### src/rtl/seq_shifter.sv
// Multi-cycle LSR/LSL/ASR/ROR shifter, one bit position per clock, start/done handshake.
// Define SEQ_SHIFTER_ROTATE_EN to build ROR; otherwise mode 11 decodes as LSR.
module seq_shifter #(
    parameter int WIDTH = 16,
    parameter int AMT_W = 16
) (
    input  logic             clk,
    input  logic             rst_n,
    input  logic             start,
    input  logic [1:0]       mode,
    input  logic [WIDTH-1:0] a,
    input  logic [AMT_W-1:0] b,
    output logic             busy,
    output logic             done,
    output logic [WIDTH-1:0] s,
    output logic             cout
);

    localparam int LOG_W = $clog2(WIDTH);
    localparam int CNT_W = LOG_W + 1;
    localparam logic [AMT_W-1:0] WIDTH_AMT = AMT_W'(WIDTH);

    typedef enum logic [1:0] {
        MODE_LSR = 2'b00,
        MODE_LSL = 2'b01,
        MODE_ASR = 2'b10,
        MODE_ROR = 2'b11
    } mode_e;

    typedef enum logic [1:0] {
        ST_IDLE,
        ST_SHIFT,
        ST_DONE
    } state_e;

    state_e           r_state;
    mode_e            r_mode;
    logic [CNT_W-1:0] r_n;

    mode_e            w_mode;
    logic [CNT_W-1:0] w_n;

    // Decode the requested operation into the mode and step count actually executed.
    always_comb begin
        w_mode = mode_e'(mode);
`ifndef SEQ_SHIFTER_ROTATE_EN
        if (w_mode == MODE_ROR) begin
            w_mode = MODE_LSR;
        end
`endif
        // NOTE: every combinational output gets a default first, so no path leaves it unassigned (no latch).
        w_n = CNT_W'(WIDTH);
`ifdef SEQ_SHIFTER_ROTATE_EN
        if (w_mode == MODE_ROR) begin
            w_n = CNT_W'(b[LOG_W-1:0]);
        end else
`endif
        if (b < WIDTH_AMT) begin
            w_n = CNT_W'(b);
        end
    end

    // NOTE: sequential state is written with non-blocking assignments only, so every register sees pre-edge values.
    always_ff @(posedge clk or negedge rst_n) begin
        if (!rst_n) begin
            r_state <= ST_IDLE;
            r_mode  <= MODE_LSR;
            r_n     <= '0;
            s       <= '0;
            cout    <= 1'b0;
            busy    <= 1'b0;
            done    <= 1'b0;
        end else begin
            case (r_state)
                ST_IDLE: begin
                    if (start) begin
                        r_state <= ST_SHIFT;
                        r_mode  <= w_mode;
                        r_n     <= w_n;
                        s       <= a;
                        cout    <= 1'b0;
                        busy    <= 1'b1;
                    end
                end
                ST_SHIFT: begin
                    if (r_n == '0) begin
                        r_state <= ST_DONE;
                        done    <= 1'b1;
                    end else begin
                        r_n <= r_n - CNT_W'(1);
                        case (r_mode)
                            MODE_LSL: begin
                                s    <= {s[WIDTH-2:0], 1'b0};
                                cout <= s[WIDTH-1];
                            end
                            MODE_ASR: begin
                                s    <= {s[WIDTH-1], s[WIDTH-1:1]};
                                cout <= s[0];
                            end
`ifdef SEQ_SHIFTER_ROTATE_EN
                            MODE_ROR: begin
                                s    <= {s[0], s[WIDTH-1:1]};
                                cout <= s[0];
                            end
`endif
                            default: begin
                                s    <= {1'b0, s[WIDTH-1:1]};
                                cout <= s[0];
                            end
                        endcase
                    end
                end
                ST_DONE: begin
                    r_state <= ST_IDLE;
                    done    <= 1'b0;
                    busy    <= 1'b0;
                end
                default: begin
                    r_state <= ST_IDLE;
                    done    <= 1'b0;
                    busy    <= 1'b0;
                end
            endcase
        end
    end

endmodule

### config.mk
export PLATFORM = sky130hd
export DESIGN_NAME = seq_shifter
export DESIGN_NICKNAME = d
export VERILOG_FILES = /design/src/rtl/seq_shifter.sv
export SDC_FILE = /design/constraint.sdc
export NUM_CORES = 1
export LEC_CHECK = 0
export ABC_AREA = 1
export CAP_MARGIN = 20
export CORE_ASPECT_RATIO = 0.7
export CORE_UTILIZATION = 45
export CTS_CLUSTER_SIZE = 14
export DETAILED_ROUTE_END_ITERATION = 6
export PLACE_DENSITY = 0.8
export SYNTH_ARGS = -nofsm -noshare
export SYNTH_HDL_FRONTEND = slang
export SYNTH_SLANG_ARGS = --single-unit
### constraint.sdc
create_clock -name clk -period 1.85 [get_ports clk]
set_input_delay 0.555 -clock clk [delete_from_list [all_inputs] [get_ports clk]]
set_output_delay 0.555 -clock clk [all_outputs]
set_load 0.1 [all_outputs]
==> flow_summary.yaml <==
sta:
  fin_crit_sh_pct: 91.9
  rsz0062_at_grt: "false"
  tightest_slew_ns: 0.367
  slew_headroom_pct: 75.5
  clock_skew_ns: 0.00660
  fmax_ghz: 0.588
  hold_viol: 0
  setup_viol: 0
  fin_setup_tns_ns: 0
  drv_slew: 0
  period_needed_ns: 1.70
routing:
  wl_per_cell_microns: 13.1
  vias: 1656
  drt-initial-drc-count: 93
  wl_microns: 4360
  ant_nets: 0
  remaining_drc_errors: 0
  viasPerCell: 4.97
  dr.pass1.iters: 4
floorplan:
  die-area_sq_um: 4190
  start_util_pct: 48.5
  rows: 18
  coreArea_sq_um: 3650
  die_h_microns: 54.4
  die_x_microns: 76.9
  ios: 56
logic_synthesis:
  syn_area_sq_um: 1770
  ys_types: 28
  synth_area_per_cell_sq_um: 7.72
  yosys_warnings: 0
  synthCells: 229
  ys_seq_area_share_pct: 39.6
  syn_nets: 269
  synth_seq_cells: 28
cells_and_area:
  layout.nets: 325
  area_delta_synth_final_pct: 44.0
  nFillCells: 324
  fin_util_pct: 69.8
  fin_area_sq_um: 2550
  drive_gt1_share_pct: 20.5
  insertedDiodeCount: 0
clocking:
  cts.clk_slew.worst_paths_ns: 0.10
  postCtsSetupBuffers: 0
  ctsLongestPathBuffers: 2
  ctsRootBufferMaster: "clkbuf_8"
  holdBufCountCts: 0
  clock-sinks: 28
  cts_tree: "built"
  insertion_delay_ns: 0.27
  htreeDepth: 1
  cts-buffers-inserted: 3
  ctsResizeCount: 0
status:
  status: "complete, no violations"
setup_path:
  crit_fanout: 11
  cp_slowest_stage_delay_ns: 0.37
  rr_startpoint: "r_mode[0]"
  crit_chain: "inv_1, ha_1, inv_1, nand2_1, nor2_4, nand2_1, nand3_1, nand2_1, o21ai_2"
  end_kind: "flop"
  cpMostUsedCell: "nand2_1"
  slowest_stage: "dfrtp_1"
  start_kind: "flop"
  crit_start: "r_mode[0]"
  worstSetupPathType: "reg -> reg"
  worst-endpoint-required_ns: 2.06
  cp.arrival_ns: 1.91
grt:
  grt_pass1_vias: 1524
  grt_antenna_before_repair: 0
  grt_max_degree: 29
  grt_first_pass_wirelength_microns: 7020
  grt_overflow: 0
  grt_usage_pct: 22.0
placed_design:
  io_buffers: 55
  post_dp_cell_area_sq_um: 2500
  dpl.hpwl_microns: 3240
  gp_congestion: 0.808
min_path:
  hold_class: "reg -> reg"
  worstHoldStart: "r_n[0]"
flow_run:
  drv_cap: 0
## per-stage QoR
step / worst slack [ns] / std cells / hold slack [ns]
after CTS: 0.165 / 333 / 0.499
after floorplan: 0.306 / 229 / 0.259
after global routing: 0.0355 / 333 / 0.512
final: 0.150 / 333 / 0.488
after detailed placement: 0.0847 / 330 / 0.482
after global placement: 0.105 / 330 / 0.465
## cells in the mapped netlist
| cell type | instances | share of area, % |
|---|---|---|
| o31ai_1 | 1 | 0.42 |
| or2_2 | 1 | 0.35 |
| ha_1 | 3 | 2.1 |
| nor2_1 | 14 | 3.0 |
| o21ai_0 | 8 | 2.3 |
| o21ai_2 | 11 | 5.4 |
| nand4_1 | 1 | 0.35 |
| a22oi_1 | 1 | 0.42 |
| o22ai_1 | 1 | 0.35 |
| nor3_1 | 4 | 1.1 |
| buf_6 | 3 | 1.9 |
| nor2_4 | 1 | 0.64 |
| nor2_2 | 2 | 0.71 |
| a21oi_1 | 1 | 0.28 |
| nand2_1 | 87 | 18 |
| inv_2 | 3 | 0.64 |
| o211ai_1 | 3 | 1.3 |
| nand2_2 | 9 | 3.2 |
| nand3_1 | 15 | 4.2 |
| nand3_2 | 1 | 0.57 |
| nand3_4 | 1 | 0.99 |
| nand2_4 | 3 | 1.9 |
| nor2_8 | 1 | 1.1 |
| buf_12 | 3 | 3.4 |
| inv_1 | 21 | 4.5 |
| dfrtp_1 | 28 | 40 |
| buf_4 | 1 | 0.42 |
| o21ai_1 | 1 | 0.28 |
## worst max-delay path, delay by kind of cell (launching register included)
kind / cells / cell delay [ns]
buffers and inverters: 2 / 0.15
DFF: 1 / 0.37
adders and majority gates: 1 / 0.30
and+or+nand+nor: 5 / 0.75
AOI/OAI and AO/OA: 1 / 0.06
## logic make-up after synthesis
kind of cell / after synthesis / share of synthesized area (%)
simple gates: 140 / 36.7
buf+inv: 31 / 10.8
flops: 28 / 39.6
compound gates: 27 / 10.8
fa+ha+maj: 3 / 2.12
## layer usage
metal | vias up | GRT usage, % | wire length (microns)
met5 | - | 0 | 0
met4 | 0 | 3.53 | 24
met3 | 2 | 3.67 | 233
met2 | 50 | 38.5 | 2060
met1 | 777 | 29.7 | 2050
li1 | 827 | - | -
## cells in the final DEF, fill, tap and decap left out
cell,n
nor2_4,1
or2_2,1
o211ai_1,3
nor2_8,1
nand3_1,15
nand2_4,3
nand2_1,87
o21ai_2,11
nand3_2,1
nor3_1,4
o31ai_1,1
nor2_2,2
nand2_2,9
nand4_1,1
inv_2,3
clkdlybuf4s50_1,36
buf_12,20
a22oi_1,1
clkbuf_8,3
inv_1,21
a21oi_1,1
ha_1,3
o21ai_1,1
o22ai_1,1
nand3_4,1
nor2_1,14
dfrtp_1,28
buf_4,2
o21ai_0,8
## sequential cells by signal, summed over array words and instances (netlist names)
signal	cells
s	16
r_state	2
r_mode	2
cout	1
r_n	5
busy	1
done	1
## layout make-up
| class | count | area [sq um] | share of cell area, % |
|---|---|---|---|
| Multi-Input combinational cell | 170 | 876 | 34.4 |
| Timing Repair Buffer | 58 | 776 | 30.5 |
| Sequential cell | 28 | 701 | 27.5 |
| Inverter | 24 | 90.1 | 3.54 |
| Tap cell | 50 | 62.6 | 2.46 |
| Clock buffer | 3 | 41.3 | 1.62 |
## final timing paths
path | endpoint | slack, ns | cells after the start
worst max-delay path | s[1] | 0.15 | 9
worst min-delay path | r_n[0] | 0.49 | 2
worst max register to register | s[1] | 0.15 | 9
worst min register to register | r_n[0] | 0.49 | 2
max in group asynchronous | s[14] | 0.92 | 2
min in group asynchronous | r_state[0] | 0.66 | 2
Power is not shown: default switching activity piles up to over one toggle a cycle in this logic, so the estimate is an artifact.
